`src/rtl/cobra_pkg.sv`:
```
// Shared types, instruction field positions and the decoder for the cobra_core_mc core.
package cobra_pkg;

  // ALU operation codes (RISC-V-style funct encoding carried in ALUOP)
  typedef enum logic [4:0] {
    ALU_ADD  = 5'b00000,
    ALU_SLL  = 5'b00001,
    ALU_SLTS = 5'b00010,
    ALU_SLTU = 5'b00011,
    ALU_XOR  = 5'b00100,
    ALU_SRL  = 5'b00101,
    ALU_OR   = 5'b00110,
    ALU_AND  = 5'b00111,
    ALU_SUB  = 5'b01000,
    ALU_SRA  = 5'b01101,
    ALU_EQ   = 5'b11000,
    ALU_NE   = 5'b11001,
    ALU_LTS  = 5'b11100,
    ALU_GES  = 5'b11101,
    ALU_LTU  = 5'b11110,
    ALU_GEU  = 5'b11111
  } alu_op_e;

  // Write-source selector
  typedef enum logic [1:0] {
    WS_CONST = 2'd0,
    WS_ALU   = 2'd1,
    WS_SW    = 2'd2,
    WS_IN    = 2'd3
  } ws_e;

  // Core control states
  typedef enum logic [1:0] {
    FETCH   = 2'd0,
    EXEC    = 2'd1,
    WAIT_IN = 2'd2,
    HALT    = 2'd3
  } state_e;

  // Instruction field positions
  localparam int J_BIT     = 31;
  localparam int B_BIT     = 30;
  localparam int WS_HI     = 29;
  localparam int WS_LO     = 28;
  localparam int CONST_HI  = 27;
  localparam int CONST_LO  = 5;
  localparam int ALUOP_HI  = 27;
  localparam int ALUOP_LO  = 23;
  localparam int RA1_HI    = 22;
  localparam int RA1_LO    = 18;
  localparam int RA2_HI    = 17;
  localparam int RA2_LO    = 13;
  localparam int OFFS_HI   = 12;
  localparam int OFFS_LO   = 5;
  localparam int WA_HI     = 4;
  localparam int WA_LO     = 0;
  localparam int CONST_W   = CONST_HI - CONST_LO + 1;
  localparam int OFFS_W    = OFFS_HI - OFFS_LO + 1;

  // Decoded view of an instruction word; CONST overlaps ALUOP/RA1/RA2/OFFS
  typedef struct packed {
    logic                j;
    logic                b;
    ws_e                 ws;
    logic [CONST_W-1:0]  cnst;
    alu_op_e             alu_op;
    logic [4:0]          ra1;
    logic [4:0]          ra2;
    logic [OFFS_W-1:0]   offs;
    logic [4:0]          wa;
  } instr_t;

  function automatic instr_t decode_instr(input logic [31:0] ir);
    instr_t d;
    d.j      = ir[J_BIT];
    d.b      = ir[B_BIT];
    d.ws     = ws_e'(ir[WS_HI:WS_LO]);
    d.cnst   = ir[CONST_HI:CONST_LO];
    d.alu_op = alu_op_e'(ir[ALUOP_HI:ALUOP_LO]);
    d.ra1    = ir[RA1_HI:RA1_LO];
    d.ra2    = ir[RA2_HI:RA2_LO];
    d.offs   = ir[OFFS_HI:OFFS_LO];
    d.wa     = ir[WA_HI:WA_LO];
    return d;
  endfunction

endpackage

```
`src/rtl/cobra_alu.sv`:
```
// Combinational ALU: computational ops drive result_o, compare ops drive flag_o.
module cobra_alu
  import cobra_pkg::*;
#(
  parameter int XLEN = 32
) (
  input  alu_op_e          alu_op_i,
  input  logic [XLEN-1:0]  a_i,
  input  logic [XLEN-1:0]  b_i,
  output logic [XLEN-1:0]  result_o,
  output logic             flag_o
);

  localparam int SHW = $clog2(XLEN);

  logic [SHW-1:0] shamt;
  assign shamt = b_i[SHW-1:0];

  // Operation select; compare ops leave result at zero
  always_comb begin
    result_o = '0;
    flag_o   = 1'b0;
    case (alu_op_i)
      ALU_ADD:  result_o = a_i + b_i;
      ALU_SUB:  result_o = a_i - b_i;
      ALU_XOR:  result_o = a_i ^ b_i;
      ALU_OR:   result_o = a_i | b_i;
      ALU_AND:  result_o = a_i & b_i;
      ALU_SLL:  result_o = a_i << shamt;
      ALU_SRL:  result_o = a_i >> shamt;
      ALU_SRA:  result_o = $unsigned($signed(a_i) >>> shamt);
      ALU_SLTS: result_o = XLEN'($signed(a_i) < $signed(b_i));
      ALU_SLTU: result_o = XLEN'(a_i < b_i);
      ALU_EQ:   flag_o   = (a_i == b_i);
      ALU_NE:   flag_o   = (a_i != b_i);
      ALU_LTS:  flag_o   = ($signed(a_i) < $signed(b_i));
      ALU_GES:  flag_o   = ($signed(a_i) >= $signed(b_i));
      ALU_LTU:  flag_o   = (a_i < b_i);
      ALU_GEU:  flag_o   = (a_i >= b_i);
      default: begin
        result_o = '0;
        flag_o   = 1'b0;
      end
    endcase
  end

endmodule

```
`src/rtl/cobra_core_mc.sv`:
```
// Multi-cycle CYBERcobra core: handshaked fetch, blocking input instruction, halt, registered output.
module cobra_core_mc
  import cobra_pkg::*;
#(
  parameter int XLEN = 32,
  parameter int PC_W = 32,
  parameter int SW_W = 16,
  parameter int IN_W = 16
) (
  input  logic             clk_i,
  input  logic             rst_ni,
  input  logic [SW_W-1:0]  sw_i,
  output logic             imem_req_o,
  output logic [PC_W-1:0]  imem_addr_o,
  input  logic             imem_valid_i,
  input  logic [31:0]      imem_rdata_i,
  input  logic             in_valid_i,
  input  logic [IN_W-1:0]  in_data_i,
  output logic             in_ready_o,
  output logic [XLEN-1:0]  out_o,
  output logic             out_valid_o,
  output logic             halted_o
);

  localparam logic [PC_W-1:0] PC_STEP = PC_W'(4);

  state_e            state_q, state_d;
  logic [PC_W-1:0]   pc_q, pc_d;
  logic [31:0]       ir_q, ir_d;
  logic [XLEN-1:0]   out_q, out_d;
  logic              out_valid_q, out_valid_d;
  logic              halted_q, halted_d;
  logic              in_ready_q, in_ready_d;
  logic              req_q, req_d;

  // Register file: x0 is never written and always read as zero
  logic [XLEN-1:0]   rf_q [32];
  logic              rf_we;
  logic [4:0]        rf_wa;
  logic [XLEN-1:0]   rf_wd;

  instr_t            dec;
  logic [XLEN-1:0]   rd1, rd2;
  logic [XLEN-1:0]   alu_res;
  logic              alu_flag;
  logic [XLEN-1:0]   const_x, sw_x, in_x;
  logic [PC_W-1:0]   offs_x;

  assign dec     = decode_instr(ir_q);
  assign rd1     = (dec.ra1 == 5'd0) ? '0 : rf_q[dec.ra1];
  assign rd2     = (dec.ra2 == 5'd0) ? '0 : rf_q[dec.ra2];
  assign const_x = {{(XLEN-CONST_W){dec.cnst[CONST_W-1]}}, dec.cnst};
  assign sw_x    = {{(XLEN-SW_W){sw_i[SW_W-1]}}, sw_i};
  assign in_x    = {{(XLEN-IN_W){1'b0}}, in_data_i};
  assign offs_x  = {{(PC_W-OFFS_W-2){dec.offs[OFFS_W-1]}}, dec.offs, 2'b00};

  cobra_alu #(.XLEN(XLEN)) u_alu (
    .alu_op_i (dec.alu_op),
    .a_i      (rd1),
    .b_i      (rd2),
    .result_o (alu_res),
    .flag_o   (alu_flag)
  );

  // Next-state logic of the FETCH/EXEC/WAIT_IN/HALT controller and its registered outputs
  always_comb begin
    state_d     = state_q;
    pc_d        = pc_q;
    ir_d        = ir_q;
    out_d       = out_q;
    out_valid_d = 1'b0;
    halted_d    = halted_q;
    in_ready_d  = in_ready_q;
    req_d       = req_q;
    rf_we       = 1'b0;
    rf_wa       = dec.wa;
    rf_wd       = const_x;
    case (state_q)
      FETCH: begin
        // First cycle after reset has req low; it rises and stays up until the word arrives
        if (req_q) begin
          if (imem_valid_i) begin
            ir_d    = imem_rdata_i;
            req_d   = 1'b0;
            state_d = EXEC;
          end else begin
            req_d = 1'b1;
          end
        end else begin
          req_d = 1'b1;
        end
      end
      EXEC: begin
        out_d       = rd1;
        out_valid_d = 1'b1;
        if (dec.j) begin
          if (dec.offs == '0) begin
            halted_d = 1'b1;
            state_d  = HALT;
          end else begin
            pc_d    = pc_q + offs_x;
            req_d   = 1'b1;
            state_d = FETCH;
          end
        end else if (dec.b) begin
          pc_d    = pc_q + (alu_flag ? offs_x : PC_STEP);
          req_d   = 1'b1;
          state_d = FETCH;
        end else begin
          case (dec.ws)
            WS_CONST: begin
              rf_we = 1'b1;
              rf_wd = const_x;
            end
            WS_ALU: begin
              rf_we = 1'b1;
              rf_wd = alu_res;
            end
            WS_SW: begin
              rf_we = 1'b1;
              rf_wd = sw_x;
            end
            WS_IN: begin
              rf_we = 1'b0;
            end
            default: begin
              rf_we = 1'b0;
            end
          endcase
          if (dec.ws == WS_IN) begin
            in_ready_d = 1'b1;
            state_d    = WAIT_IN;
          end else begin
            pc_d    = pc_q + PC_STEP;
            req_d   = 1'b1;
            state_d = FETCH;
          end
        end
      end
      WAIT_IN: begin
        if (in_valid_i && in_ready_q) begin
          rf_we      = 1'b1;
          rf_wd      = in_x;
          pc_d       = pc_q + PC_STEP;
          in_ready_d = 1'b0;
          req_d      = 1'b1;
          state_d    = FETCH;
        end else begin
          in_ready_d = 1'b1;
        end
      end
      HALT: begin
        halted_d = 1'b1;
        req_d    = 1'b0;
      end
      default: begin
        state_d = FETCH;
        req_d   = 1'b0;
      end
    endcase
  end

  // Controller state and registered outputs with synchronous active-low reset
  always_ff @(posedge clk_i) begin
    if (!rst_ni) begin
      state_q     <= FETCH;
      pc_q        <= '0;
      ir_q        <= '0;
      out_q       <= '0;
      out_valid_q <= 1'b0;
      halted_q    <= 1'b0;
      in_ready_q  <= 1'b0;
      req_q       <= 1'b0;
    end else begin
      state_q     <= state_d;
      pc_q        <= pc_d;
      ir_q        <= ir_d;
      out_q       <= out_d;
      out_valid_q <= out_valid_d;
      halted_q    <= halted_d;
      in_ready_q  <= in_ready_d;
      req_q       <= req_d;
    end
  end

  // Register-file write port; reset blocks writes but does not clear contents
  always_ff @(posedge clk_i) begin
    if (rst_ni && rf_we && (rf_wa != 5'd0)) begin
      rf_q[rf_wa] <= rf_wd;
    end
  end

  assign imem_req_o  = req_q;
  assign imem_addr_o = pc_q;
  assign in_ready_o  = in_ready_q;
  assign out_o       = out_q;
  assign out_valid_o = out_valid_q;
  assign halted_o    = halted_q;

endmodule

```
`config.mk`:
```
export PLATFORM = sky130hd
export DESIGN_NAME = cobra_core_mc
export DESIGN_NICKNAME = d
export VERILOG_FILES = /design/src/rtl/cobra_pkg.sv /design/src/rtl/cobra_alu.sv /design/src/rtl/cobra_core_mc.sv
export SDC_FILE = /design/constraint.sdc
export NUM_CORES = 2
export LEC_CHECK = 0
export BUFFER_PORTS_ARGS = -buffer_cell sky130_fd_sc_hd__buf_2
export CORE_ASPECT_RATIO = 1.75
export CORE_MARGIN = 2
export CORE_UTILIZATION = 58
export DETAILED_ROUTE_END_ITERATION = 7
export PLACE_DENSITY = 0.74
export SYNTH_ARGS = -nofsm -noshare
export SYNTH_HDL_FRONTEND = slang
export SYNTH_SLANG_ARGS = --single-unit
```
`constraint.sdc`:
```
create_clock -name clk_i -period 9.6 [get_ports clk_i]
set_input_delay 1.44 -clock clk_i [delete_from_list [all_inputs] [get_ports clk_i]]
set_output_delay 1.44 -clock clk_i [all_outputs]
set_load 0.03 [all_outputs]
```
==> After elaboration in Yosys (flattened, before gate mapping) <==
Memories as Yosys holds them, arrays and structs flattened. A register that Yosys moved wholly into a read port is not among the register bits.
Index checks and enable logic that the tools add are counted.
{ "totals": {"register_bits": 102, "mem_count": 1, "ramBits": 1024, "mem_bits_ro": 0, "word_cells": 129, "latchBits": 0} }
{ "memory_table": {"columns": ["name", "words", "word_bits", "rd", "rd_clocked_by_memory_dff", "write_ports", "line_no", "rtl"], "rows": [
  ["rf_q", 32, 32, 2, 2, 1, "cobra_core_mc.sv:37", "logic [XLEN-1:0] rf_q [32];"]
]} }
{ "classes": {"shift": 3, "addsub": 5, "n_div": 0, "n_mul": 0, "eq_ne": 33, "muxes": 52, "n_reduce_logical": 20, "order_cmp": 4, "bitwise": 3} }
{ "ops": {"columns": ["operator", "count"], "rows": [
  ["2-to-1 mux 32 bit", 11],
  ["case mux 32 bit (10 select lines)", 1],
  ["case mux 32 bit (2 select lines)", 3],
  ["adder 32 bit", 3],
  ["greater-or-equal comparator 32 bit", 2],
  ["less-than comparator 32 bit", 2],
  ["adder 32 x 3 -> 32 bit (second input constant)", 1],
  ["AND 32 bit", 1],
  ["== test 32 bit", 1],
  ["!= test 32 bit", 1],
  ["bitwise OR 32 bit", 1],
  ["<< shifter 32 x 5 -> 32 bit", 1],
  ["right shift 32 x 5 -> 32 bit", 1],
  [">>> shifter 32 x 5 -> 32 bit", 1],
  ["subtractor 32 bit", 1],
  ["XOR 32 bit", 1],
  ["== test 5 bit (second input constant)", 6],
  ["== test 5 x 3 -> 1 bit (second input constant)", 4],
  ["2-to-1 mux 5 bit", 4],
  ["2-to-1 mux 1 bit", 19],
  ["!= test 2 bit (second input constant)", 8],
  ["zero test 5 bit", 3],
  ["2-to-1 mux 2 bit", 7],
  ["AND reduction 4 bit", 3],
  ["other kinds (19)", 34]
]} }

==> Depth between registers and ports, before layout <==
{ "logic_depth": {"depth_word": 10, "ltp_mapped": 36} }

==> Modules after synthesis <==
Synthesis repeated with hierarchy kept, for this count alone.
{ "hier_totals": {"hier_cells": 4611, "hier_area_um2": 64229.1} }
{ "by_module_without_submodules": {"columns": ["mod", "cells_per_inst", "area_each_um2", "seq_area_each_um2", "n_inst"], "rows": [
  ["cobra_core_mc", 3273, 55957.4, 32951.6, 1],
  ["cobra_alu", 1338, 8271.7, 0.0, 1]
]} }

==> Worst setup path before layout <==
No wires, ideal clock.
{ "synth_timing": {"kind": "reg-to-reg", "startpoint": "register with a tool-made name", "endpoint": "register pc_q[30], in the netlist imem_addr_o[30]", "arrival_ps": 9810, "stages_incl_launch_ff": 35, "required_ps": 9485, "synth_period_minus_slack_ps": 9925, "slack_ps": -325, "path_cell_list": "dfxtp_1 buf_4 buf_6 buf_4 buf_2 buf_2 clkbuf_1 buf_2 mux4_2 mux4_2 nand2_1 a21o_1 ha_1 clkbuf_1 and3_1 a221oi_1 a211oi_1 o21ai_1 a21boi_1 o21ba_2 nor4_1 o31ai_1 nor4_1 ha_1 a21o_1 a21o_1 a21oi_1 o41ai_1 a311oi_1 o21a_1 o21ai_1 o31a_1 mux2i_1 nor2_1 a2111oi_0"} }
{ "synth_lines": {"columns": ["item", "line_no", "rtl"], "rows": [
  ["end signal, assigned", "cobra_core_mc.sv:176", "pc_q <= pc_d;"],
  ["end, declared", "cobra_core_mc.sv:28", "logic [PC_W-1:0] pc_q, pc_d;"]
]} }

==> flow_summary.json <==
{
  "status": "finished, violations left",
  "violations": "max-capacitance violations, max-slew violations",
  "ys_async_sr_fraction_pct": 0,
  "overflow": 0,
  "coreArea_um2": 111000,
  "synth-main-ff-cell": "edfxtp_1",
  "synth-simple-area-share_pct": 6.96,
  "cp_slowest_cell": "dfxtp_4",
  "finClkSkew_ns": 0.0452,
  "synth_area_um2": 65000,
  "crit_arrival_ns": 9.64,
  "fin_hold_ws_ns": 0.463,
  "avgSynthCellArea_um2": 13.9,
  "die_height_um": 447,
  "yosys-mux-area-fraction_pct": 24.3,
  "hpwl_mm": 157,
  "finalSetupTns_ns": 0,
  "clk_pin_slew_ns": 0.08,
  "via_per_inst": 7.62,
  "clock_latency_ns": 0.75,
  "final_cells": 6444,
  "cts-root-buf": "clkbuf_16",
  "routed_wl_mm": 244,
  "nets": 5115,
  "vias": 49100,
  "grt_max_degree": 75,
  "final_cell_mix": "edfxtp_1 (1,024), mux4_2 (597), nand2_1 (353), a21oi_1 (282), buf_4 (244)",
  "drt_pre_antenna_iters": 8,
  "dpl_cell_area_um2": 68800,
  "holdBufCountCts": 0,
  "startpoint_type": "flop",
  "relSlewSlack_pct": -0.664,
  "crit_required_ns": 10.22,
  "cpPeakStageDelay_ns": 0.65,
  "areaGrowthSynthToFinish_pct": 10.8,
  "numCtsBuffers": 98,
  "synth_warnings": 0,
  "cts.sinks": 1134,
  "yosys.area_share.xor_xnor_pct": 1.02,
  "maxSlewViolCount": 2,
  "cp_max_fo": 41,
  "cts_tree": "built",
  "design_area_um2": 72100,
  "htreeDepth": 3,
  "first_global_vias": 48900,
  "synth_top_family_by_area": "multiplexers",
  "ys_seq_area_share_pct": 50.7,
  "wl_per_cell_um": 37.9,
  "antenna_found_initial": 16,
  "synth-adder-area-share_pct": 3.30,
  "tightest_slew_ns": 1.51,
  "finalCriticalPeriod_ns": 9.02,
  "syn_inst": 4679,
  "grt_use_total_pct": 42.6,
  "final_layout_size_suffix_gt1_share_pct": 26.4,
  "die_w_um": 257,
  "grt_pass1_wl_mm": 347,
  "start_util_pct": 58.4,
  "fin_crit_sh_pct": 94.0,
  "io_pins": 136,
  "layout_commonest_cell": "edfxtp_1",
  "p_per_area_nw_per_um2": 183,
  "gp_congestion": 1.13,
  "peakVddDrop_v": 0.000150,
  "grt_setup_unrepaired": "false",
  "cts_buffer_depth": 3,
  "dp_cells": 6252,
  "setup_viol": 0,
  "synth-seq-cells": 1134,
  "synth-compound-area-share_pct": 10.4,
  "die_area_um2": 115000,
  "fp-row-count": 162,
  "numPortBuffers": 133,
  "min_path_type": "reg -> reg",
  "drt_iter0_markers": 7481,
  "worstSetupPathType": "reg -> reg",
  "ant_nets": 0,
  "cap_violations": 1,
  "synth-edff-count": 1024,
  "max_freq_mhz": 111,
  "fill_cells": 7809,
  "hold_violations": 0,
  "ys_types": 98,
  "end_kind": "flop",
  "drc_errors": 0,
  "cp_common_cell": "buf_4",
  "leakage_nw": 25.1
}
## per-layer routing
layer	track usage (%)	vias to the layer above	wire length, µm
met5	0	-	86
met4	37.6	12	26400
met3	11.9	1369	30200
met2	67.3	4474	114000
met1	47.2	24100	73100
li1	-	19200	-
## cells in the mapped netlist (all sizes together), types with 26 or more instances
cell    instances  area share [%]
ha            165             3.2
buf           172             1.6
nand3          54            0.42
a21oi         291             2.2
a21o           60            0.69
inv           128            0.75
a31oi          43            0.41
mux2i         204             3.2
nor2          273             1.6
o21ai         190             1.5
nor2b          26            0.25
a221oi         31            0.43
nor3           61            0.48
o211ai         30            0.40
edfxtp       1024              47
a22oi          55            0.63
mux2           27            0.47
a211oi         53            0.62
xnor2          53            0.71
dfxtp         110             3.4
mux4          597              21
nand2         353             2.0
nand2b         57            0.55
clkbuf        161            0.93
o22ai          58            0.56
## critical path, delay by kind of cell, from the launching register on
kind / cells / cell delay, ns
AOI/OAI and AO/OA: 11 / 2.55
and+or+nand+nor: 10 / 2.15
muxes: 3 / 1.23
adders and majority gates: 3 / 1.18
buffers and inverters: 5 / 1.08
DFF: 1 / 0.65
## logic make-up (layout without fill, tap and decap cells)
| group | after synthesis | in the layout |
|---|---|---|
| flip-flops | 1134 | 1134 |
| other | 1 | 43 |
| AND/OR/NAND/NOR | 977 | 977 |
| XOR/XNOR | 76 | 76 |
| adder cells (fa/ha/maj) | 169 | 169 |
| buffers and inverters | 465 | 712 |
| AO/OA/AOI/OAI | 1029 | 1029 |
| multiplexers | 828 | 828 |
## repair_timing
item,CTS,global route
hold endpoints to repair,0,0
gates resized for setup,0,0
endpoints found under the setup margin,0,1
buffers inserted,0,1
## final cells by class
class	count	area (µm²)	share of cell area (%)
Clock inverter	63	643	0.892
Sequential cell	1134	33000	45.8
Tap cell	1476	1850	2.56
Clock buffer	118	2580	3.58
Inverter	132	504	0.700
Multi-Input combinational cell	3113	30600	42.4
Timing Repair Buffer	399	2940	4.08
Antenna cell	9	22.5	0.0312
## per-stage QoR
| stage | setup slack [ns] | total power [mW] | util [%] |
|---|---|---|---|
| after floorplan | 0.542 | 7.75 | - |
| after global placement | 0.776 | 8.95 | 61.8 |
| after detailed placement | 0.710 | 8.97 | 61.8 |
| after CTS | 0.698 | 13.0 | 64.7 |
| after global routing | 0.0910 | 13.4 | 64.8 |
| final | 0.576 | 13.2 | 64.8 |
## final timing paths
path         slack, ns                    from                      endpoint  cells past startpoint
max               0.58                    flop  imem_addr_o[30]$_SDFFE_PN0P_                     32
min               0.46  out_o[20]$_SDFFE_PN0P_        out_o[20]$_SDFFE_PN0P_                      2
max reg2reg       0.58                    flop  imem_addr_o[30]$_SDFFE_PN0P_                     32
min reg2reg       0.46  out_o[20]$_SDFFE_PN0P_        out_o[20]$_SDFFE_PN0P_                      2
## report_power, final
part / switching [mW] / total (mW) / internal [mW]
sequential: 0.0875 / 5.55 / 5.46
clock: 1.91 / 4.09 / 2.18
combinational: 2.31 / 3.52 / 1.21
## registers in the layout (all words and copies together) (netlist names), named ones only
name	flops
halted_o	1
imem_addr_o	30
imem_req_o	1
in_ready_o	1
ir_q	32
out_o	32
out_valid_o	1
rf_q	1024
state_q	2
Note: power is estimated with default switching activity, not from simulation.
